### config.mk
export PLATFORM = sky130hd
export DESIGN_NAME = mem_byte_master
export DESIGN_NICKNAME = d
export VERILOG_FILES = /design/src/rtl/mem_pkg.sv /design/src/rtl/mem_load_ext.sv /design/src/rtl/mem_byte_master.sv
export SDC_FILE = /design/constraint.sdc
export NUM_CORES = 1
export LEC_CHECK = 0
export ABC_AREA = 1
export CAP_MARGIN = 20
export CORE_ASPECT_RATIO = 0.8
export CORE_UTILIZATION = 45
export DETAILED_ROUTE_END_ITERATION = 8
export GPL_TIMING_DRIVEN = 0
export PLACE_DENSITY = 0.82
export REMOVE_ABC_BUFFERS = 1
export SYNTH_ARGS = -nofsm -noshare
export SYNTH_HDL_FRONTEND = slang
export SYNTH_HIERARCHICAL = 1
export SYNTH_SLANG_ARGS = --single-unit
### constraint.sdc
create_clock -name clk -period 6.2 [get_ports clk]
set_input_delay 1.24 -clock clk [delete_from_list [all_inputs] [get_ports clk]]
set_output_delay 1.24 -clock clk [all_outputs]
set_load 0.005 [all_outputs]
### src/rtl/mem_pkg.sv
// Shared types and constants for the byte-port memory sequencer.
// MEM_MISALIGN_CHECK_EN (optional) turns misaligned half/word requests into error responses.
package mem_pkg;

   localparam int unsigned MEM_ADDR_W = 10;
   localparam int unsigned MEM_DATA_W = 8;
   localparam int unsigned WORD_W     = 32;
   localparam int unsigned SIZE_W     = 2;

   localparam logic [SIZE_W-1:0] SIZE_BYTE = 2'b00;
   localparam logic [SIZE_W-1:0] SIZE_HALF = 2'b01;
   localparam logic [SIZE_W-1:0] SIZE_WORD = 2'b10;

   typedef enum logic [1:0] {
      ST_IDLE  = 2'd0,
      ST_BEAT0 = 2'd1,
      ST_BEAT1 = 2'd2,
      ST_RESP  = 2'd3
   } state_t;

   typedef struct packed {
      logic                  we;
      logic [SIZE_W-1:0]     size;
      logic                  uns;
      logic [MEM_ADDR_W-1:0] addr;
      logic [WORD_W-1:0]     wdata;
   } req_t;

   // Size 2'b11 behaves as a word, so bit 1 alone selects the two-beat path.
   function automatic logic is_word(input logic [SIZE_W-1:0] size);
      return size[1];
   endfunction

   function automatic logic is_misaligned(input logic [SIZE_W-1:0] size,
                                          input logic [MEM_ADDR_W-1:0] addr);
      return ((size == SIZE_HALF) && addr[0]) || (is_word(size) && (addr[1:0] != 2'b00));
   endfunction

endpackage

### src/rtl/mem_load_ext.sv
// Sign/zero extension of little-endian assembled load bytes by access size.
module mem_load_ext
   import mem_pkg::*;
(
   input  logic [WORD_W-1:0] raw,
   input  logic [SIZE_W-1:0] size,
   input  logic              uns,
   output logic [WORD_W-1:0] data_c
);

   always_comb begin
      data_c = raw;
      if (!is_word(size)) begin
         if (size == SIZE_BYTE)
            data_c = {{24{~uns & raw[7]}}, raw[7:0]};
         else
            data_c = {{16{~uns & raw[15]}}, raw[15:0]};
      end
   end

endmodule

### src/rtl/mem_byte_master.sv
// Splits 8/16/32-bit load/store requests into one or two two-byte beats on the RAM byte ports.
// MEM_MISALIGN_CHECK_EN: misaligned half/word requests skip the RAM and respond with rsp_err.
module mem_byte_master
   import mem_pkg::*;
(
   input  logic                  clk,
   input  logic                  rst,
   input  logic                  req_valid,
   output logic                  req_ready,
   input  logic                  req_we,
   input  logic [SIZE_W-1:0]     req_size,
   input  logic                  req_unsigned,
   input  logic [MEM_ADDR_W-1:0] req_addr,
   input  logic [WORD_W-1:0]     req_wdata,
   output logic                  rsp_valid,
   output logic [WORD_W-1:0]     rsp_rdata,
   output logic                  rsp_err,
   output logic [MEM_ADDR_W-1:0] ram_addr_a,
   output logic [MEM_ADDR_W-1:0] ram_addr_b,
   output logic [MEM_DATA_W-1:0] ram_wdata_a,
   output logic [MEM_DATA_W-1:0] ram_wdata_b,
   output logic                  ram_we_a,
   output logic                  ram_we_b,
   input  logic [MEM_DATA_W-1:0] ram_rdata_a,
   input  logic [MEM_DATA_W-1:0] ram_rdata_b
);

`ifdef MEM_MISALIGN_CHECK_EN
   localparam bit MISALIGN_EN = 1'b1;
`else
   localparam bit MISALIGN_EN = 1'b0;
`endif

   state_t            state, state_nx;
   req_t              req_q;
   logic [WORD_W-1:0] rbuf_q;
   logic              err_q;
   logic [WORD_W-1:0] ext_c;
   logic              misaligned_c;

   assign misaligned_c = MISALIGN_EN && is_misaligned(req_size, req_addr);

   always_ff @(posedge clk) begin
      if (rst) state <= ST_IDLE;
      else     state <= state_nx;
   end

   // Request latch and read-byte capture at the end of each beat.
   always_ff @(posedge clk) begin
      if (rst) begin
         req_q  <= '0;
         rbuf_q <= '0;
         err_q  <= 1'b0;
      end else begin
         case (state)
            ST_IDLE: if (req_valid) begin
               req_q  <= '{we: req_we, size: req_size, uns: req_unsigned,
                           addr: req_addr, wdata: req_wdata};
               rbuf_q <= '0;
               err_q  <= misaligned_c;
            end
            ST_BEAT0: rbuf_q[15:0]  <= {ram_rdata_b, ram_rdata_a};
            ST_BEAT1: rbuf_q[31:16] <= {ram_rdata_b, ram_rdata_a};
            default: ;
         endcase
      end
   end

   mem_load_ext u_ext (
      .raw    (rbuf_q),
      .size   (req_q.size),
      .uns    (req_q.uns),
      .data_c (ext_c)
   );

   always_comb begin
      state_nx    = state;
      req_ready   = 1'b0;
      rsp_valid   = 1'b0;
      rsp_rdata   = '0;
      rsp_err     = 1'b0;
      ram_addr_a  = '0;
      ram_addr_b  = '0;
      ram_wdata_a = '0;
      ram_wdata_b = '0;
      ram_we_a    = 1'b0;
      ram_we_b    = 1'b0;
      case (state)
         ST_IDLE: begin
            req_ready = 1'b1;
            if (req_valid) state_nx = misaligned_c ? ST_RESP : ST_BEAT0;
         end
         ST_BEAT0: begin
            ram_addr_a  = req_q.addr;
            ram_addr_b  = req_q.addr + MEM_ADDR_W'(1);
            ram_wdata_a = req_q.wdata[7:0];
            ram_wdata_b = req_q.wdata[15:8];
            ram_we_a    = req_q.we;
            ram_we_b    = req_q.we && (req_q.size != SIZE_BYTE);
            state_nx    = is_word(req_q.size) ? ST_BEAT1 : ST_RESP;
         end
         ST_BEAT1: begin
            ram_addr_a  = req_q.addr + MEM_ADDR_W'(2);
            ram_addr_b  = req_q.addr + MEM_ADDR_W'(3);
            ram_wdata_a = req_q.wdata[23:16];
            ram_wdata_b = req_q.wdata[31:24];
            ram_we_a    = req_q.we;
            ram_we_b    = req_q.we;
            state_nx    = ST_RESP;
         end
         ST_RESP: begin
            rsp_valid = 1'b1;
            rsp_err   = MISALIGN_EN && err_q;
            rsp_rdata = (req_q.we || rsp_err) ? '0 : ext_c;
            state_nx  = ST_IDLE;
         end
         default: state_nx = ST_IDLE;
      endcase
      // Reset takes effect on the outputs in the same cycle, abandoning any beat in flight.
      if (rst) begin
         req_ready   = 1'b0;
         rsp_valid   = 1'b0;
         rsp_rdata   = '0;
         rsp_err     = 1'b0;
         ram_addr_a  = '0;
         ram_addr_b  = '0;
         ram_wdata_a = '0;
         ram_wdata_b = '0;
         ram_we_a    = 1'b0;
         ram_we_b    = 1'b0;
      end
   end

endmodule

Word-level counts from Yosys, hierarchy flattened
Cells that the tools add are included.
Storage, ports and cells
  bits in registers: 80
  input port bits: 65
  output and inout port bits: 73
  word-level logic and storage cells: 55
Operators by class
  add/subtract/negate cells: 3
  equal/unequal tests: 4
  multiplexer cells: 27
  bitwise logic cells: 3
  reductions and logical operators: 10
Operators by type and width (number)
  2-to-1 mux 32 bit: 6
  case mux 16 bit (2 select lines): 2
  case mux 10 bit (2 select lines): 2
  case mux 8 bit (2 select lines): 2
  adder 10 x 2 -> 10 bit (second input constant): 2
  2-to-1 mux 10 bit: 2
  2-to-1 mux 8 bit: 2
  adder 10 x 1 -> 10 bit (second input constant): 1
  2-to-1 mux 1 bit: 8
  case mux 2 bit (4 select lines): 1
  AND reduction 2 bit: 3
  nonzero test 2 bit: 3
  == test 2 bit (second input constant): 2
  zero test 2 bit: 2
  AND 1 bit: 2
  == test 2 x 1 -> 1 bit (second input constant): 1
  2-to-1 mux 2 bit: 1
  inequality test 2 bit (second input constant): 1
  case mux 1 bit (2 select lines): 1
  OR reduction 2 bit: 1
  logical AND 1 bit: 1
  NOT 1 bit: 1

Depth between registers and ports, before layout
Gate-level depths: netlist (run 1).
  depth after elaboration: 7
  gate-level depth with buffers: 12
  mapped depth without buffers: 12

By module
Netlist (run 1), hierarchy kept.
Modules (own cells, without submodules)
  mem_byte_master: times used 1, cells an instance 595, area each 3986.3 µm²
  mem_load_ext: times used 1, cells an instance 70, area each 370.4 µm²

Worst setup path after synthesis (run 1)
Ideal clock, no wire load.
  path kind: input port to output port
  start point: in rst
  end point: out ram_we_b
  arrival time: 1970 ps
  setup slack: 2990 ps
  stages: 4
  buffers on the path: 1
  cell sequence: or2_1 buf_2 nor2_1 a21boi_0
On the way
  cells in the longest elaborated chain, start to end: 1
RTL lines
  start: declaration: RTL line mem_byte_master.sv:7  | input logic rst,
  2-to-1 mux 1 bit: RTL line mem_byte_master.sv:120  | if (rst) begin
  end: declaration: RTL line mem_byte_master.sv:23  | output logic ram_we_b,
Every way passes these cells.

Final worst setup path (run 1)
  start point: in rst
  end point: out ram_addr_b[2]
On the way
  cells in the longest elaborated chain, start to end: 1
RTL lines
  2-to-1 mux 10 bit: RTL line mem_byte_master.sv:120
  end: declaration: RTL line mem_byte_master.sv:19  | output logic [MEM_ADDR_W-1:0] ram_addr_b,
Every way passes these cells.

==> results.txt, run 1 <==
- Setup slack of the critical path after layout: 1.619 ns
- The worst setup path is captured at a primary output.
* Final Hold Fails: 0
* Peak supply drop: 0.1977 mV
- Leakage power summed over all cells: 2.136 nW
- Buffers placed on the I/O ports in this run total 136.
- In this run the core area contains 31 standard-cell rows.
- The final layout contains 832 nets.
* Startpoint class of the critical path: input port
* Number of clock buffers inserted by TritonCTS: 9
- The clock period could shrink to 4.581 ns.
- # setup viols final: 0
- Clock Power Share: 0.257
- Root cell of the clock tree: clkbuf_16
- Of all nets on the critical path, the largest fanout is 85.
* Number of sinks on the clock net: 80
- In this run the standard cell core region covers 0.009231 mm^2.
- Unique cell type count in the Yosys netlist: 32
- Crit path buf inv count: 4
- Timing analysis after detailed placement gives a worst setup slack of 1.095 ns.
- Counting the fill cells in the layout gives 822.
* DIE WIDTH: 112.0 um
- Compared with the post-synthesis result, the final layout area differs by 35.76%.
- TritonCTS built the clock tree.
* Most area-hungry cell type in the Yosys netlist: dfxtp_1
- Final HPWL from detailed placement: 8056 um
- 138 I/O pins were placed.
- The Yosys step of the flow raised 6 warnings.
* Residual overflow from global routing: 0
- The clock passes through at most 2 buffers.
- Data required, critical path: 4.96 ns
* 1st-pass router iterations: 7
- Clock edge transition at the registers on the reported setup and hold paths: 0.06 ns
- Largest net degree at the start of global routing: 86
- Antenna-violating nets left: 0
* Pin slew with the least headroom to its limit: 0.9884 ns
* Wire length of the first global-routing pass: 20550 um
* Slowest cell on the critical path: buf_4
- The count of pins over their slew limit is 0.
- For the worst-skew pair, the clock arrives at the later sink with an insertion delay of 0.33 ns.
- The share of total power dissipated in sequential elements is 0.354.
- Final-layout setup total negative slack: 0 ns
- Sequential share of the synthesized area: 0.3676
- Setup repair after global routing left no endpoint under its margin.
- Critical path's top delay family: buffers and inverters
- Across all layers, the routed design uses 4693 vias.
* Post-DR vias/cell: 5.333
* Power per Cell Area: 325.4 mW/mm^2
- Violations in the final reports: design-rule violations
* Average wire per standard cell: 14.11 um
* Internal power consumption: 1.154 mW
* Number of remaining DRC errors: 7
- Dividing the final minimum period by the clock period gives 0.7388.
- Traced cell by cell, the critical path runs through buf_4 > or2_1 > buf_16 > inv_2 > o21ai_0 > a21oi_1 > clkdlybuf4s50_1.
* Status: finished, violations left
- Of the total power, combinational logic draws 0.389.
- Average cell area after synthesis: 6.551 um^2
* GPL Wtd Cong: 0.8596
* Antenna violations before repair: 0
- On the final layout, the worst clock skew is 0.006842 ns.
- The repair_antennas step left the layout with diodes totalling 0.
- Area of the die: 0.01008 mm^2
* Final design instance area without fill: 0.005914 mm^2
- For this run, the total global-route usage over all layers was measured as 0.2480.
* Wire length reported by the detailed router: 12410 um
- For this block, the initial DRC count from the detailed router was 374.
* Slowest cell delay on critical path: 0.67 ns
- Arr. time, crit path: 3.34 ns
- Buffers added to address setup during post-CTS repair amount to 0.
* Synth area leaders: dfxtp_1 (37%), nand2_1 (16%), a21oi_1 (11%)
- Headroom to the max-slew limit came out at 0.3402.
* Die H: 90.01 um
- For this configuration, the core starts out at a cell density of 0.4719.
- Hold_buf cts: 0
- In this run the worst hold path is classified as reg -> reg.
- Setup Crit Path Kind: in -> out
- Peak clock frequency supported by timing: 0.2183 GHz
* PostCTS Resize Cnt: 0
* Total placed instance area: 0.005577 mm^2
* Number of standard cells after synthesis: 665
- Number of max-cap violations: 0
* Cell area after synthesis: 0.004357 mm^2
* Vias in the first global route: 4489
* Flip-flop and latch count after synthesis: 80
- The analysis attributes to net switching a power of 0.7706 mW.
- The share of synthesized area in the top cell type comes to 0.3676.
- Switching fraction of total power: 0.4004
- The clock tree synthesis step divided the H-tree into 3 levels.
- Fraction of final layout cells with drive strength greater than 1: 0.05621
area by class of cell:
| cell class | count | area [um^2] | share of cell area |
|---|---|---|---|
| clock buffers | 11 | 242.7 | 0.04104 |
| clock inverters | 5 | 40.04 | 0.006770 |
| inverters | 63 | 236.5 | 0.03998 |
| multi-input cells | 467 | 2216 | 0.3747 |
| flip-flops and latches | 80 | 1602 | 0.2708 |
| well taps | 115 | 143.9 | 0.02433 |
| repair buffers | 139 | 1434 | 0.2424 |
power groups by stage:
stage	logic [mW]	registers [mW]	clock network, mW
floorplan	0.451	0.668	0
global placement	0.691	0.683	0
detailed placement	0.715	0.689	0
CTS	0.722	0.679	0.503
global route	0.825	0.694	0.527
finish	0.748	0.681	0.496
registers in the layout, indices dropped and copies added, names as in the netlist:
signal  cells
req_q      46
rbuf_q     32
state       2
cell families (layout without fill, tap and decap cells):
| group | count (synthesis) | in the layout | synth area share |
|---|---|---|---|
| simple gates | 327 | 327 | 0.3084 |
| fa+ha+maj | 7 | 7 | 0.02010 |
| other cells | 1 | 1 | 0.0008607 |
| compound gates | 132 | 132 | 0.1781 |
| flops | 80 | 80 | 0.3676 |
| buf+inv | 118 | 218 | 0.1249 |
layer usage:
metal  global-route usage  up-vias  part of all wire
met3              0.04585       20             0.059
met4              0.08333        0             0.018
met1               0.3010     2198              0.43
met5                    0        -                 0
met2               0.4394      175              0.50
li1                     -     2300                 -
worst paths after layout:
| path | from | end | slack (ns) | cells past startpoint |
|---|---|---|---|---|
| setup / recovery | rst | ram_addr_b[2] | 1.62 | 7 |
| hold / removal | rbuf_q[8] | rbuf_q[8] | 0.46 | 2 |
| setup reg to reg | state[0] | rbuf_q[20] | 3.83 | 6 |
| hold reg to reg | rbuf_q[8] | rbuf_q[8] | 0.46 | 2 |
per-stage QoR:
step / hold slack, ns / power, mW / std cells / utilization
after floorplan: 0.4314 / 1.120 / 610 / -
after global placement: 0.4445 / 1.374 / 861 / 0.6017
after detailed placement: 0.4523 / 1.405 / 862 / 0.6041
after CTS: 0.4623 / 1.905 / 878 / 0.6347
after global routing: 0.4777 / 2.047 / 880 / 0.6407
final: 0.4616 / 1.925 / 880 / 0.6407
cells in the final DEF, fill, tap and decap left out, drive strengths merged:
cell             n
a211oi          11
a21boi           1
a21oi           94
a22oi            1
a311oi           1
a32oi            8
buf              4
clkbuf          11
clkdlybuf4s50  135
clkinv           1
clkinvlp         3
conb             1
dfxtp           80
ha               7
inv             64
nand2          193
nand3           50
nand3b           1
nand4            1
nor2            75
nor3             6
o21ai           16
or2              1
tightest hold or removal path: stages, from the launching register on:
cell	delay (ns)
dfxtp_1	0.31
nand2_1	0.06
a21oi_1	0.05
cells in the mapped netlist, drive strengths merged:
library cell,number
nand4,1
nor3,6
buf,38
a21boi,1
a21oi,94
clkbuf,17
a211oi,11
a311oi,1
or2,1
o21ai,16
conb,1
nand3,50
nor2,75
dfxtp,80
ha,7
nand3b,1
nand2,193
inv,63
a32oi,8
a22oi,1
No activity file was read; power rests on OpenSTA's default activity.
==> run 2: changes to the inputs <==
==> constraint.sdc (replaced) <==
create_clock -name clk -period 4.6 [get_ports clk]
set_input_delay 0.92 -clock clk [delete_from_list [all_inputs] [get_ports clk]]
set_output_delay 0.92 -clock clk [all_outputs]
set_load 0.005 [all_outputs]
==> results of run 2 <==
Same layout as run 1 (identical final DEF). Status: finished, violations left: design-rule violations.
Main changes from that run: setup slack after placement 1.095 ns -> 0.1349 ns; setup slack after layout 1.619 ns -> 0.3784 ns; start point of the critical path rst -> state[0]; end point of the critical path ram_addr_b[2] -> ram_addr_b[6]; register-to-register setup slack 3.83 ns -> 2.23 ns; total power 1.925 mW -> 2.594 mW; worst IR drop on VDD 0.1977 mV -> 0.2665 mV
